`src/rtl/alu_arbiter.sv`:
```
// alu_arbiter: two-requester round-robin arbiter and sequencer for the shared
// combinational ALU.
//
// An operation from requester 0 or 1 is accepted in IDLE. A legal opcode
// drives the ALU inputs from registers for SETTLE cycles (ISSUE). The ALU
// results are then captured and returned on the response channel (RESP),
// tagged with the requester id. Opcode 7 is illegal: the ALU is not driven,
// and an error response goes out on the next cycle.
//
// Handshakes: a transfer happens on a rising edge where valid and ready are
// both high. A requester holds op/a/b stable while valid is high and ready is
// low. The response fields stay stable while rsp_valid is high and rsp_ready
// is low.
//
// Parameters:
//   SETTLE        cycles the ALU inputs are held before capture (1..15)
// Ports:
//   clk, reset                 rising-edge clock, synchronous active-high reset
//   req{0,1}_valid/ready       request handshake (ready is combinational)
//   req{0,1}_op/a/b            opcode (3b), operands (5b)
//   rsp_valid/ready            response handshake
//   rsp_id/err/data/equality/balance   response fields
//   alu_in1/in2/control/mood   registered ALU inputs
//   alu_out/equality/balance   ALU results
module alu_arbiter #(
    parameter int SETTLE = 1
) (
    input  logic        clk,
    input  logic        reset,
    input  logic        req0_valid,
    output logic        req0_ready,
    input  logic [2:0]  req0_op,
    input  logic [4:0]  req0_a,
    input  logic [4:0]  req0_b,
    input  logic        req1_valid,
    output logic        req1_ready,
    input  logic [2:0]  req1_op,
    input  logic [4:0]  req1_a,
    input  logic [4:0]  req1_b,
    output logic        rsp_valid,
    input  logic        rsp_ready,
    output logic        rsp_id,
    output logic        rsp_err,
    output logic [31:0] rsp_data,
    output logic        rsp_equality,
    output logic        rsp_balance,
    output logic [4:0]  alu_in1,
    output logic [4:0]  alu_in2,
    output logic [5:0]  alu_control,
    output logic        alu_mood,
    input  logic [31:0] alu_out,
    input  logic        alu_equality,
    input  logic        alu_balance
);

    typedef enum logic [1:0] {
        IDLE  = 2'd0,
        ISSUE = 2'd1,
        RESP  = 2'd2
    } state_t;

    state_t      state;
    state_t      state_next;
    logic        ptr;
    logic [3:0]  cnt;
    logic        grant0;
    logic        grant1;
    logic        accept;
    logic        sel_id;
    logic [2:0]  sel_op;
    logic [4:0]  sel_a;
    logic [4:0]  sel_b;
    logic [5:0]  ctrl_dec;
    logic        mood_dec;
    logic        illegal;

    // Fields of the requester that wins this cycle.
    assign sel_id = grant1;
    assign sel_op = grant1 ? req1_op : req0_op;
    assign sel_a  = grant1 ? req1_a  : req0_a;
    assign sel_b  = grant1 ? req1_b  : req0_b;

    assign illegal  = (sel_op == 3'd7);
    assign ctrl_dec = (sel_op <= 3'd5) ? (6'b000001 << sel_op) : 6'b000000;
    assign mood_dec = (sel_op == 3'd6);

    // The readies are masked by reset so that no accept is seen while reset
    // is held.
    assign req0_ready = grant0 & ~reset;
    assign req1_ready = grant1 & ~reset;
    assign accept     = (grant0 | grant1) & ~reset;

    // Next state and grant. ptr names the preferred requester. A lone valid
    // requester wins whatever ptr says.
    always_comb begin
        state_next = state;
        grant0     = 1'b0;
        grant1     = 1'b0;
        case (state)
            IDLE: begin
                grant0 = req0_valid & (~req1_valid | ~ptr);
                grant1 = req1_valid & (~req0_valid | ptr);
                if (grant0 | grant1) begin
                    state_next = illegal ? RESP : ISSUE;
                end
            end
            ISSUE: begin
                if (cnt == 4'd0) begin
                    state_next = RESP;
                end
            end
            RESP: begin
                if (rsp_ready) begin
                    state_next = IDLE;
                end
            end
            default: state_next = IDLE;
        endcase
    end

    always_ff @(posedge clk) begin
        if (reset) begin
            state <= IDLE;
        end else begin
            state <= state_next;
        end
    end

    // Datapath: ALU input registers, settle counter, pointer, response registers.
    always_ff @(posedge clk) begin
        if (reset) begin
            ptr          <= 1'b0;
            cnt          <= 4'd0;
            alu_in1      <= 5'd0;
            alu_in2      <= 5'd0;
            alu_control  <= 6'd0;
            alu_mood     <= 1'b0;
            rsp_valid    <= 1'b0;
            rsp_id       <= 1'b0;
            rsp_err      <= 1'b0;
            rsp_data     <= 32'd0;
            rsp_equality <= 1'b0;
            rsp_balance  <= 1'b0;
        end else begin
            case (state)
                IDLE: begin
                    if (accept) begin
                        ptr    <= ~sel_id;
                        rsp_id <= sel_id;
                        if (illegal) begin
                            rsp_valid    <= 1'b1;
                            rsp_err      <= 1'b1;
                            rsp_data     <= 32'd0;
                            rsp_equality <= 1'b0;
                            rsp_balance  <= 1'b0;
                        end else begin
                            alu_in1     <= sel_a;
                            alu_in2     <= sel_b;
                            alu_control <= ctrl_dec;
                            alu_mood    <= mood_dec;
                            // Counts down to 0 in the last ISSUE cycle.
                            cnt         <= 4'(SETTLE - 1);
                        end
                    end
                end
                ISSUE: begin
                    if (cnt == 4'd0) begin
                        rsp_valid    <= 1'b1;
                        rsp_err      <= 1'b0;
                        rsp_data     <= alu_out;
                        rsp_equality <= alu_equality;
                        rsp_balance  <= alu_balance;
                        alu_in1      <= 5'd0;
                        alu_in2      <= 5'd0;
                        alu_control  <= 6'd0;
                        alu_mood     <= 1'b0;
                    end else begin
                        cnt <= cnt - 4'd1;
                    end
                end
                RESP: begin
                    if (rsp_ready) begin
                        rsp_valid <= 1'b0;
                    end
                end
                default: ;
            endcase
        end
    end

endmodule

```
`config.mk`:
```
export PLATFORM = sky130hd
export DESIGN_NAME = alu_arbiter
export DESIGN_NICKNAME = d
export VERILOG_FILES = /design/src/rtl/alu_arbiter.sv
export SDC_FILE = /design/constraint.sdc
export NUM_CORES = 1
export LEC_CHECK = 0
export CAP_MARGIN = 20
export CORE_UTILIZATION = 42
export CTS_CLUSTER_SIZE = 28
export DETAILED_ROUTE_END_ITERATION = 6
export PLACE_DENSITY = 0.84
export SKIP_CTS_REPAIR_TIMING = 1
export SYNTH_ARGS = -nofsm -noshare
export SYNTH_HDL_FRONTEND = slang
export SYNTH_SLANG_ARGS = --single-unit
```
`constraint.sdc`:
```
create_clock -name clk -period 2.6 [get_ports clk]
set_input_delay 0.52 -clock clk [delete_from_list [all_inputs] [get_ports clk]]
set_output_delay 0.52 -clock clk [all_outputs]
set_load 0.01 [all_outputs]
```
==> results of run 1 <==
[where the power goes]
group | total (uW) | internal, uW | switching [uW] | leakage, uW
Sequential | 1110 | 1040 | 64.7 | 0.000495
Clock | 940 | 590 | 350 | 0.000116
Combinational | 1070 | 503 | 568 | 0.000928
[registers in the layout, summed over array words and instances, names as in the netlist]
signal	flops
rsp_balance	1
alu_mood	1
rsp_equality	1
ptr	1
rsp_data	32
alu_in2	5
alu_control	6
state	2
rsp_err	1
alu_in1	5
cnt	4
rsp_id	1
rsp_valid	1
[kinds of logic (layout without fill, tap and decap cells)]
family | count (synthesis) | in the layout
buf+inv | 33 | 157
fa+ha+maj | 5 | 5
simple gates | 128 | 128
flops | 61 | 61
compound gates | 85 | 85
mux | 12 | 12
[critical path, stage by stage]
cell,delay (ps)
sky130_fd_sc_hd__clkdlybuf4s50_1,530
sky130_fd_sc_hd__or2b_2,350
sky130_fd_sc_hd__nand3_2,90
sky130_fd_sc_hd__nor2_1,50
sky130_fd_sc_hd__clkdlybuf4s50_1,490
[area by class of cell]
| class | count | area share, % |
|---|---|---|
| inverters | 8 | 0.697 |
| multi-input cells | 230 | 32.9 |
| repair buffers | 133 | 30.6 |
| well taps | 77 | 2.24 |
| clock buffers | 12 | 3.60 |
| flip-flops and latches | 61 | 28.3 |
| clock inverters | 4 | 1.63 |
[worst paths after layout]
| path | from | end | slack, ps | cells after the start |
|---|---|---|---|---|
| setup / recovery | req0_valid | req1_ready | 40 | 5 |
| hold / removal | rsp_data[29] | rsp_data[29] | 450 | 2 |
| setup reg to reg | state[1] | alu_control[1] | 450 | 8 |
| hold reg to reg | rsp_data[29] | rsp_data[29] | 450 | 2 |
[through the flow]
stage	cells	hold slack, ps
detailed placement	509	443
floorplan	324	470
CTS	525	452
global placement	509	437
finish	525	450
global route	525	465
[cell usage in the layout (no fill, tap or decap), drive strengths merged, types with 2 or more instances in the layout]
cell / count
clkinv: 3
dfxtp: 61
or3: 3
bufinv: 2
nand3: 39
a21oi: 38
o311ai: 2
clkbuf: 12
nor3: 5
ha: 5
nand2b: 3
nor2: 13
a211oi: 2
and3: 3
o211ai: 9
nor3b: 4
mux2i: 12
clkdlybuf4s50: 119
o21a: 2
o31ai: 6
inv: 7
o32ai: 2
a31o: 10
o21ai: 8
buf: 14
nor4: 11
nand2: 43
[routing by layer]
| layer | share of wire (%) | up-vias |
|---|---|---|
| met5 | 0 | - |
| met4 | 2.2 | 0 |
| met3 | 6.7 | 12 |
| met2 | 48 | 103 |
| met1 | 43 | 1287 |
| li1 | - | 1413 |
==> PnR_summary.wiki, run 1 <==
{| class="wikitable"
! Metric !! Value
|-
| Result of the run || finished, final reports clean
|-
| Utilization after layout || 67.5%
|-
| CP Launch Type || input pin
|-
| Number of synthesized register bits || 61
|-
| Basic-gate share of the synthesized area counting and, or, nand and nor cells || 22.7%
|-
| Largest family of logic cells by synthesized area || simple AND/OR/NAND/NOR gates
|-
| Post-Synthesis Mean Instance Area || 8.66 um^2
|-
| Area contributors post-synth || sky130_fd_sc_hd__dfxtp_1 (44%), sky130_fd_sc_hd__a21oi_1 (6.8%), sky130_fd_sc_hd__nand3_1 (6.8%), sky130_fd_sc_hd__nand2_1 (5.6%), sky130_fd_sc_hd__mux2i_1 (4.3%)
|-
| Buffer depth of the longest clock path || 2
|-
| Global-route wire length before repair || 12300 um
|-
| Area of the mapped netlist || 0.00281 mm^2
|-
| Adder-Cell Fraction of Synth Area || 2.23%
|-
| Final net count || 513
|-
| Count of pins over their slew limit || 0
|-
| Clock Sinks || 61
|-
| Global-route layer with the greatest usage || met2
|-
| Crit path capture type || output pin
|-
| Rel. slew slack || 71.6%
|-
| Maximum number of pins on one net before global-route repair || 41
|-
| Dpl hpwl || 5380 um
|-
| Min cycle time layout || 2560 ps
|-
| DRT antenna net count || 0
|-
| Fraction of synthesized cell area taken by the top area cell type || 43.5%
|-
| Data arrival at the endpoint of the critical path || 2040 ps
|-
| Remaining Overflow, GRT || 0
|-
| Power Total || 3120 uW
|-
| Filler Cell Count || 521
|-
| Final wirelength || 7440 um
|-
| Die span in y || 83.7 um
|-
| Share of synthesized flip-flops with an asynchronous set or reset || 0%
|-
| Clock-pin slew of the registers on the worst-case setup and hold paths || 60 ps
|-
| Leakage dissipation || 0.00154 uW
|-
| Crit path setup slack, layout || 43.0 ps
|-
| GR Layer Usage met1 || 25.2%
|-
| Placement-stage cell area || 0.00408 mm^2
|-
| Signed area change from the synthesized netlist to the final layout || 53.7%
|-
| Compound-cell area share of the yosys netlist || 20.7%
|-
| Die area || 0.00701 mm^2
|-
| Fraction of the yosys area taken by sequential cells || 43.5%
|-
| Met2 global-route usage || 36.5%
|-
| Max FO, Critical Path || 4
|-
| Endpoints failing setup || 0
|-
| Synth Area in XOR/XNOR || 0%
|-
| Total routing resource utilization after global routing || 21.3%
|-
| Total clock buffers created by CTS || 9
|-
| Number of enable flip-flop cells after synthesis || 0
|-
| Diode count || 0
|-
| Total Neg Setup Slack || 0 ps
|-
| Hold Violations, Final || 0
|-
| Area of combinational cells with multiple inputs || 0.00142 mm^2
|-
| Commonest cells in the synthesized netlist || sky130_fd_sc_hd__dfxtp_1 (61), sky130_fd_sc_hd__nand2_1 (42), sky130_fd_sc_hd__a21oi_1 (38), sky130_fd_sc_hd__nand3_1 (38)
|-
| Die width || 83.7 um
|-
| Least-Margin Pin Slew || 426 ps
|-
| Fraction of layout instances using a drive strength above 1 || 10.9%
|-
| Drt first-iter violations || 89
|-
| Total nets after synthesis || 394
|-
| Power density relative to cell area || 724 mW/mm^2
|-
| Gate Count Post-Synth || 324
|-
| Number of buffer cells added on primary ports || 120
|-
| Unrepaired setup endpoints after global routing || no
|-
| Largest voltage drop on the vdd net || 0.432 mV
|-
| Most frequent cell after synthesis || sky130_fd_sc_hd__dfxtp_1
|-
| Via count normalized by instance count || 5.36
|-
| Clock insertion delay at the later pin of the skew report || 320 ps
|-
| Worst slack at placement || 2.64 ps
|-
| Class of the tightest hold or removal check || register to register
|-
| Final design instance area without fill || 0.00431 mm^2
|-
| Mean routed wirelength per cell || 14.2 um
|-
| Main flop type after synthesis || sky130_fd_sc_hd__dfxtp_1
|-
| Number of maximum-capacitance constraint violations || 0
|-
| Number of distinct library cells after synthesis || 46
|-
| H-tree levels || 3
|-
| DRC violations left || 0
|-
| Setup Crit Path Kind || input pin to output pin
|-
| Max frequency || 391 MHz
|-
| Final setup skew || 7.85 ps
|-
| Data required time at the worst endpoint || 2080 ps
|-
| Routability congestion estimate from global placement || 0.812
|-
| Cell at the root of the clock tree || sky130_fd_sc_hd__clkbuf_8
|-
| Post-synthesis mux area share || 4.28%
|-
| Area of the core || 0.00639 mm^2
|-
| Effective utilization at floorplan || 43.9%
|-
| Cell type with the largest total area after synthesis || sky130_fd_sc_hd__dfxtp_1
|-
| Antenna violations before repair || 0
|-
| Standard-cell row count || 29
|-
| Post-route fraction of the period consumed by the critical path || 98.3%
|-
| Vias after detailed routing || 2815
|-
| TritonCTS clock tree || done
|-
| Count of pins on the block boundary || 121
|-
| Total area of sequential cells || 0.00122 mm^2
|-
| Via count of the first global-routing pass || 2726
|-
| Met3 GRT Util || 5.04%
|-
| Yosys warns || 0
|-
| Detailed-routing iteration count for the pre-antenna-repair pass || 4
|}
Note: power is estimated with default switching activity, not from simulation.
==> run 2: changes to the inputs <==
--- a/config.mk
+++ b/config.mk
@@ -6,10 +6,13 @@
 export NUM_CORES = 1
 export LEC_CHECK = 0
 export CAP_MARGIN = 20
-export CORE_UTILIZATION = 42
+export CORE_MARGIN = 4
+export CORE_UTILIZATION = 50
 export CTS_CLUSTER_SIZE = 28
 export DETAILED_ROUTE_END_ITERATION = 6
-export PLACE_DENSITY = 0.84
+export DONT_BUFFER_PORTS = 1
+export MAX_ROUTING_LAYER = met4
+export PLACE_DENSITY = 0.69
 export SKIP_CTS_REPAIR_TIMING = 1
 export SYNTH_ARGS = -nofsm -noshare
 export SYNTH_HDL_FRONTEND = slang
==> PnR_summary.wiki, run 2 (synthesis gave the netlist of run 1 again) <==
{| class="wikitable"
! Metric !! Value
|-
| Final net count || 388 (-24%)
|-
| Antenna violations before repair || 0 (unchanged)
|-
| Crit path capture type || register
|-
| Via count of the first global-routing pass || 2246 (-18%)
|-
| Count of pins over their slew limit || 0 (unchanged)
|-
| Min cycle time layout || 2270 ps (-288 ps)
|-
| Unrepaired setup endpoints after global routing || no
|-
| Crit path setup slack, layout || 331 ps (+288 ps)
|-
| Number of buffer cells added on primary ports || 0 (-100%)
|-
| Data required time at the worst endpoint || 2820 ps (+740 ps)
|-
| Result of the run || finished, final reports clean
|-
| Largest registers || rsp_data: 32 flops, alu_control: 6 flops
|-
| Standard-cell row count || 27 (-6.9%)
|-
| Post-route fraction of the period consumed by the critical path || 87.3% (-11 points)
|-
| Routability congestion estimate from global placement || 0.829 (+2.0%)
|-
| Worst Min Path Start || reset
|-
| Rel. slew slack || 62.7% (-8.9 points)
|-
| DRT antenna net count || 0 (unchanged)
|-
| Clock insertion delay at the later pin of the skew report || 330 ps (about the same)
|-
| Largest voltage drop on the vdd net || 0.447 mV (+3.3%)
|-
| Final setup skew || 5.62 ps (-2.23 ps)
|-
| Endpoints failing setup || 0 (unchanged)
|-
| Maximum number of pins on one net before global-route repair || 52 (+27%)
|-
| Die area || 0.00687 mm^2 (-2.0%)
|-
| Number of flip-flops in the largest register || 32 (unchanged)
|-
| Most common cell after layout, fill and taps aside || sky130_fd_sc_hd__dfxtp_1
|-
| Die span in y || 82.9 um (-0.99%)
|-
| Detailed-routing iteration count for the pre-antenna-repair pass || 4 (unchanged)
|-
| Diode count || 0 (unchanged)
|-
| Total routing resource utilization after global routing || 19.4% (-1.9 points)
|-
| Global-route wire length before repair || 10800 um (-12%)
|-
| Clock Sinks || 61 (unchanged)
|-
| Number of maximum-capacitance constraint violations || 0 (unchanged)
|-
| CP Launch Type || register
|-
| DRC violations left || 0 (unchanged)
|-
| Max FO, Critical Path || 12 (+8)
|-
| Data arrival at the endpoint of the critical path || 2490 ps (+450 ps)
|-
| Final wirelength || 6560 um (-12%)
|-
| Drt first-iter violations || 91 (+2.2%)
|-
| Count of pins on the block boundary || 121 (unchanged)
|-
| Clock-pin slew of the registers on the worst-case setup and hold paths || 70 ps (about the same)
|-
| Cell at the root of the clock tree || sky130_fd_sc_hd__clkbuf_8
|-
| Least-Margin Pin Slew || 555 ps (+130 ps)
|-
| Class of the tightest hold or removal check || input pin to register
|-
| Via count normalized by instance count || 6.04 (+13%)
|-
| Effective utilization at floorplan || 51.3% (+7.3 points)
|-
| Dpl hpwl || 4530 um (-16%)
|-
| Area of the core || 0.00547 mm^2 (-14%)
|-
| Total Neg Setup Slack || 0 ps (unchanged)
|-
| Hold Violations, Final || 0 (unchanged)
|-
| Vias after detailed routing || 2386 (-15%)
|-
| Signed area change from the synthesized netlist to the final layout || 9.59%
|-
| Worst slack at placement || 327 ps (+324 ps)
|-
| Fraction of layout instances using a drive strength above 1 || 13.3% (+2.4 points)
|-
| Leakage dissipation || 0.00108 uW (-30%)
|-
| TritonCTS clock tree || done
|-
| Total clock buffers created by CTS || 9 (unchanged)
|-
| Max frequency || 441 MHz (+13%)
|-
| H-tree levels || 3 (unchanged)
|-
| Remaining Overflow, GRT || 0 (unchanged)
|-
| Crit path from || state[0]
|-
| Buffer depth of the longest clock path || 2 (unchanged)
|-
| Mean routed wirelength per cell || 16.6 um (+17%)
|-
| Highest-count cells in the layout ignoring fill and taps || sky130_fd_sc_hd__dfxtp_1 (61), sky130_fd_sc_hd__nand2_1 (42), sky130_fd_sc_hd__a21oi_1 (38), sky130_fd_sc_hd__nand3_1 (38)
|-
| Register with the most flip-flops || rsp_data
|-
| Die width || 82.9 um (-0.99%)
|-
| Power density relative to cell area || 939 mW/mm^2 (+30%)
|-
| Power Total || 2890 uW (-7.5%)
|-
| Worst reg2reg startpoint || state[0]
|-
| Setup Crit Path Kind || register to register
|}
run 2: final timing paths:
path / to / cells past startpoint / slack [ps]
max reg2reg: alu_in2[3] / 8 / 330
min: ptr / 1 / 260
max: alu_in2[3] / 8 / 330
min reg2reg: rsp_data[24] / 2 / 490
run 2: per-stage QoR:
| step | util, % | std cells | instance area, um^2 | hold slack [ps] |
|---|---|---|---|---|
| after floorplan | - | 324 | 2810 | 470 |
| after detailed placement | 51.7 | 379 | 2830 | 486 |
| final | 56.2 | 395 | 3070 | 257 |
| after global routing | 56.2 | 395 | 3070 | 237 |
| after CTS | 56.2 | 395 | 3070 | 237 |
| after global placement | 51.7 | 379 | 2830 | 480 |
run 2: power breakdown:
group | internal (uW) | switching (uW) | total, uW
sequential | 1040 | 120 | 1160
combinational | 247 | 447 | 694
clock | 663 | 366 | 1030
run 2: routing by layer:
layer / routed length (um) / vias up / GRT usage [%]
met1: 2670 / 1087 / 22.7
met5: 0 / - / -
met4: 156 / 0 / 9.36
met2: 3050 / 116 / 29.2
met3: 688 / 20 / 7.54
li1: - / 1163 / -
run 2: cell type report:
type                       instances  area [um^2]
clock inverter                     6          109
clock buffer                      10          138
sequential                        61         1220
timing repair buffer               8         72.6
inverter                           8         30.0
fill                             509         2400
tap                               72         90.1
multi-input combinational        230         1410
run 2: worst max-delay path, stage by stage (launching register included):
cell and delay, ps:
sky130_fd_sc_hd__dfxtp_1 330, sky130_fd_sc_hd__inv_1 80, sky130_fd_sc_hd__ha_1 420, sky130_fd_sc_hd__nand2_1 170, sky130_fd_sc_hd__nor3_2 380, sky130_fd_sc_hd__o21a_2 270, sky130_fd_sc_hd__buf_4 200, sky130_fd_sc_hd__nor4_1 70
sky130_fd_sc_hd__a31o_2 230
==> run 3: changes to the inputs <==
--- a/config.mk
+++ b/config.mk
@@ -8,7 +8,6 @@
 export CAP_MARGIN = 20
 export CORE_MARGIN = 4
 export CORE_UTILIZATION = 50
-export CTS_CLUSTER_SIZE = 28
 export DETAILED_ROUTE_END_ITERATION = 6
 export DONT_BUFFER_PORTS = 1
 export MAX_ROUTING_LAYER = met4
==> results of run 3 <==
Final layout, timing and power as in run 2 (identical DEF).
==> patch 1, RTL diff (settings of run 2) <==
Register the output `rsp_err` once more; this adds one clock of latency there. The other outputs are not delayed to match.
--- a/src/rtl/alu_arbiter.sv
+++ b/src/rtl/alu_arbiter.sv
@@ -58,6 +58,8 @@
         ISSUE = 2'd1,
         RESP  = 2'd2
     } state_t;
+
+    logic rsp_err_s0;
 
     state_t      state;
     state_t      state_next;
@@ -137,7 +139,7 @@
             alu_mood     <= 1'b0;
             rsp_valid    <= 1'b0;
             rsp_id       <= 1'b0;
-            rsp_err      <= 1'b0;
+            rsp_err_s0   <= 1'b0;
             rsp_data     <= 32'd0;
             rsp_equality <= 1'b0;
             rsp_balance  <= 1'b0;
@@ -149,7 +151,7 @@
                         rsp_id <= sel_id;
                         if (illegal) begin
                             rsp_valid    <= 1'b1;
-                            rsp_err      <= 1'b1;
+                            rsp_err_s0   <= 1'b1;
                             rsp_data     <= 32'd0;
                             rsp_equality <= 1'b0;
                             rsp_balance  <= 1'b0;
@@ -166,7 +168,7 @@
                 ISSUE: begin
                     if (cnt == 4'd0) begin
                         rsp_valid    <= 1'b1;
-                        rsp_err      <= 1'b0;
+                        rsp_err_s0   <= 1'b0;
                         rsp_data     <= alu_out;
                         rsp_equality <= alu_equality;
                         rsp_balance  <= alu_balance;
@@ -188,5 +190,9 @@
         end
     end
 
+    always_ff @(posedge clk) begin
+        rsp_err <= rsp_err_s0;
+    end
+
 endmodule
 
Formal check against the unedited RTL: not equivalent (a bounded check fails within 4 cycles, from zero or initial values and one cycle with reset high).
==> patch 1 against run 2 <==
Sequential cell count rose by 1. Total power fell by 4.5%. Design area rose by 2.0%. Critical path depth did not move. Wire length rose by 7.4%. Combinational power fell by 4.2%. Area after synthesis rose by 2.8%. Count of clock-buffer cells in the layout did not move. Setup slack got worse by 0.016 ns. Clock power fell by 6%. Synthesized cell count rose by 7.7%. Largest cell class unchanged. Critical endpoint is now alu_in2[1]. Non-clock buffer count did not move.
==> patch 1: results (changes against run 2) <==
* Share of final-layout standard cells stronger than drive strength 1: 12.1% (-1.2 points)
- The run finished with clean final reports.
* Maximum vdd drop: 417 uV (-6.7%)
* Number of instances in the synthesized netlist: 349 (+7.7%)
- In this run the critical register-to-register path is captured at alu_in2[1].
* HPWL after DPL: 4740 um (+4.6%)
- The portion of synthesized cell area occupied by the leading cell type was 43.0% (-0.50 points).
* Via count: 2,507 (+5.1%)
- Maximum net fanout on the critical path: 10 (-2)
- Maximum clock skew at final layout: 0.0113 ns (+0.00569 ns)
* Via count of the first global-routing pass: 2,328 (+3.7%)
- The non-filler instance count after layout came to 418 (+5.8%).
- The post-synthesis compound-gate area fraction is 20.3% (-0.35 points).
- Share of synthesized area spent on multiplexers: 4.95% (+0.66 points)
- Number of placed instances with taps included: 402 (+6.1%)
- Leading post-synthesis cells by cell area: dfxtp_1 (43%), a21oi_1 (8.7%), nand3_1 (6.9%), nand2_1 (5.6%), o21ai_0 (4.2%)
- Post-synthesis sequential area ratio: 43.0% (-0.50 points)
- The routability congestion estimate from global placement is 0.785 (-5.3%).
- The adder and majority cell fraction of the synthesized area is 2.17% (-0.061 points).
- The final net count is 411 (+5.9%).
- The initial DRC count was 193 (+110%).
- The total cell area at the placement stage came to 0.00291 mm^2 (+2.8%).
- Min Hold Slack: 0.254 ns (-0.00329 ns)
* Signal arrival time at the worst endpoint: 2.55 ns (+0.06 ns)
- Wire length of the first global-routing pass: 11,500 um (+6.5%)
- Worst path top cell family by delay: compound AO/OA/AOI/OAI gates
- Gr usage total: 20.3% (+0.87 points)
* Maximum number of pins on one net before global-route repair: 70 (+35%)
[patch 1: layout make-up]
cell class	count	area, um^2	share of cell area (%)
Clock inverter	6	92.6	2.95
Tap cell	72	90.1	2.87
Timing Repair Buffer	8	72.6	2.31
Multi-Input combinational cell	250	1470	46.7
Clock buffer	10	138	4.39
Inverter	10	37.5	1.20
Sequential cell	62	1240	39.6
[patch 1: routing by layer]
metal	vias up	track usage, %	part of all wire, %
met4	0	7.46	1.9
met5	-	-	0
li1	1232	-	-
met2	117	29.6	45
met1	1143	26.1	44
met3	15	6.61	9.4
[patch 1: power by group]
group          switching [mW]  total, mW  internal (mW)
Sequential             0.0903       1.13           1.04
Clock                   0.393      0.964          0.571
Combinational           0.444      0.665          0.221
[patch 1: cells by family (layout without fill, tap and decap cells)]
| group | after synthesis | count (layout) |
|---|---|---|
| AO/OA/AOI/OAI | 97 | 97 |
| multiplexers | 13 | 13 |
| flip-flops | 62 | 62 |
| adder cells (fa/ha/maj) | 5 | 5 |
| buffers and inverters | 37 | 34 |
| AND/OR/NAND/NOR | 135 | 135 |
[patch 1: through the flow]
step / utilization (%) / worst slack [ns]
after floorplan: - / 0.772
final: 56.6 / 0.315
after global routing: 56.6 / 0.106
after CTS: 56.6 / 0.328
after detailed placement: 52.5 / 0.367
after global placement: 52.5 / 0.483
[patch 1: worst max-delay path by stage]
stage	start	end	cells after the start
floorplan	state[0]	rsp_data[14]	9
global placement	state[0]	alu_in2[1]	8
detailed placement	state[0]	alu_in2[0]	8
CTS	state[0]	alu_in2[1]	8
global route	state[0]	alu_in2[1]	8
finish	state[0]	alu_in2[1]	8
==> patch 2, RTL diff (flow settings as in run 2) <==
Without the edit above. The 3 states of `state_t` get a one-hot encoding in 3 bits.
--- a/src/rtl/alu_arbiter.sv
+++ b/src/rtl/alu_arbiter.sv
@@ -53,10 +53,10 @@
     input  logic        alu_balance
 );
 
-    typedef enum logic [1:0] {
-        IDLE  = 2'd0,
-        ISSUE = 2'd1,
-        RESP  = 2'd2
+    typedef enum logic [2:0] {
+        IDLE  = 3'b001,
+        ISSUE = 3'b010,
+        RESP  = 3'b100
     } state_t;
 
     state_t      state;
Behaviour: no difference found for any inputs over 4 cycles, from zero or initial values and one cycle with reset high; so few cycles prove little.
==> patch 2 against run 2 <==
Die area fell by 0.76%. Total power is 12% lower. Count of clock-buffer cells in the layout shrank 1. Area after synthesis shrank 0.85%. First-iteration DRC count increased by 51%. Via count down 12%. Setup slack got worse by 0.11 ns. Synthesized cell count down 13%. Wire length shrank 5.3%. Sequential cell count rose by 1. Design area down 2.5%. Hold slack better by 0.00096 ns. Final cell count fell by 11%.
==> patch 2: results (changes against run 2) <==
* Result of the run: finished clean
- 1st-pass router iterations: 4 (unchanged)
- The clock slew at the register clock pins of the worst setup and hold paths was 0.07 ns (about the same).
- YS warnings: 0 (unchanged)
- The HPWL after detailed placement was 4440 um (-2.0%).
- The final net count was 345 (-11%).
- Worst path top cell family by delay: simple AND/OR/NAND/NOR gates
- The residual DRC count was 0 (unchanged).
- Share of final-layout standard cells stronger than drive strength 1: 14.8% (+1.5 points)
- The count of buffers from port buffering came to 0 (unchanged).
* Critical-path cell with the highest stage delay: dfxtp_1
- The xor-xnor portion of the synthesized cell area was 0% (unchanged).
* Leading post-synthesis cells by cell area: dfxtp_1 (45%), a22o_1 (11%), nand2_1 (4.6%), a21oi_1 (3.4%), buf_6 (3.2%)
* Via count of the first global-routing pass: 1,976 (-12%)
- The post-placement worst setup slack came to 0.326 ns (-0.000821 ns).
- The adder and majority cell fraction of the synthesized area is 0.900% (-1.3 points).
- The total cell area at the placement stage was 0.00277 mm^2 (-2.2%).
- Number of fillers in the final layout: 465 (-8.6%)
* Number of buffers created by CTS: 9 (unchanged)
- Via density per instance: 5.92 (-2.1%)
* Most common library cells after synthesis: dfxtp_1 (62), a22o_1 (34), nand2_1 (34)
- The proportion of synthesized flip-flops having asynchronous set or reset was 0% (unchanged).
- The maximum number of buffers from clock root to sink is 2 (unchanged).
- The diode insertion count for antenna repair came to 0 (unchanged).
* Maximum net fanout on the critical path: 11 (-1)
- The wire length of the first global-routing pass is 9340 um (-13%).
* Post-synthesis sequential area ratio: 44.6% (+1.1 points)
- The count of different cell masters after synthesis is 45 (-2.2%).
- The peak ir drop on the vdd network is 383 uV (-14%).
- Maximum clock skew at final layout: 0.00752 ns (+0.00189 ns)
- The initial DRC count is 137 (+51%).
- Worst min-delay path class: input port to flop
- The data arrival time of the worst path is 1.85 ns (-0.64 ns).
- The post-synthesis compound-gate area fraction was 21.6% (+0.90 points).
- The detail-routed net length per standard cell came to 17.6 um (+5.9%).
- The stage delay of the slowest cell on the critical path was 0.49 ns (+0.07 ns).
- Registers with the most flip-flops: rsp_data x32, alu_control x6
- Switch Pwr: 0.750 mW (-20%)
* Worst Tran Pin Value: 0.721 ns (+0.165 ns)
* Static Leakage: 1.21 nW (+12%)
* Root buffer cell: clkbuf_8
* Total number of H-tree levels: 3 (unchanged)
* Antenna violations before repair: 0 (unchanged)
- The share of cell area taken by muxes after synthesis came to 7.38% (+3.1 points).
- Maximum number of pins on one net before global-route repair: 35 (-33%)
- The overall global routing resource usage is 18.4% (-0.98 points).
* Global placement routability congestion: 0.797 (-3.8%)
* Worst-skew pair later-pin latency: 0.33 ns (about the same)
[patch 2: cell count changes after synthesis, sizes merged, moves of 6 or more]
cell / change
a21oi: -18
a22o: +34
a31o: -10
mux2: +11
nand2: -9
nand3: -36
nor2b: +15
nor4: -8
nor4b: +6
o211ai: -8
[patch 2: layout make-up]
type / count / area (um^2) / share of cell area (%)
inverters: 7 / 26.3 / 0.877
repair buffers: 5 / 37.5 / 1.25
flip-flops and latches: 62 / 1240 / 41.4
clock inverters: 7 / 103 / 3.42
multi-input cells: 193 / 1380 / 46.0
well taps: 70 / 87.6 / 2.92
clock buffers: 9 / 124 / 4.13
[patch 2: path summary, 6_finish.rpt]
path	startpoint	endpoint	slack, ns	depth (start not counted)
min reg2reg	alu_control[3]	alu_control[3]	0.51	2
min	reset	cnt[2]	0.26	1
max	state[0]	req1_ready	0.23	3
max reg2reg	state[1]	rsp_data[2]	0.34	5
[patch 2: power groups by stage]
stage / sequential, mW / combinational, mW / clock (mW)
after global routing: 1.16 / 0.499 / 1.02
after global placement: 1.17 / 0.438 / 0
after floorplan: 1.13 / 0.417 / 0
final: 1.15 / 0.451 / 0.953
after CTS: 1.15 / 0.452 / 0.979
after detailed placement: 1.17 / 0.451 / 0
[patch 2: layer usage]
| metal | vias to the layer above | global-route usage [%] | routed length [um] |
|---|---|---|---|
| met5 | - | - | 0 |
| met4 | 0 | 8.82 | 91 |
| met3 | 10 | 6.72 | 640 |
| met2 | 100 | 27.8 | 2830 |
| met1 | 960 | 21.7 | 2660 |
| li1 | 1018 | - | - |
[patch 2: through the flow]
stage / std cells / hold WS, ns
2_1_floorplan: 281 / 0.483
3_3_place_gp: 337 / 0.500
3_5_place_dp: 337 / 0.508
4_1_cts: 353 / 0.235
5_1_grt: 353 / 0.232
6_report: 353 / 0.258
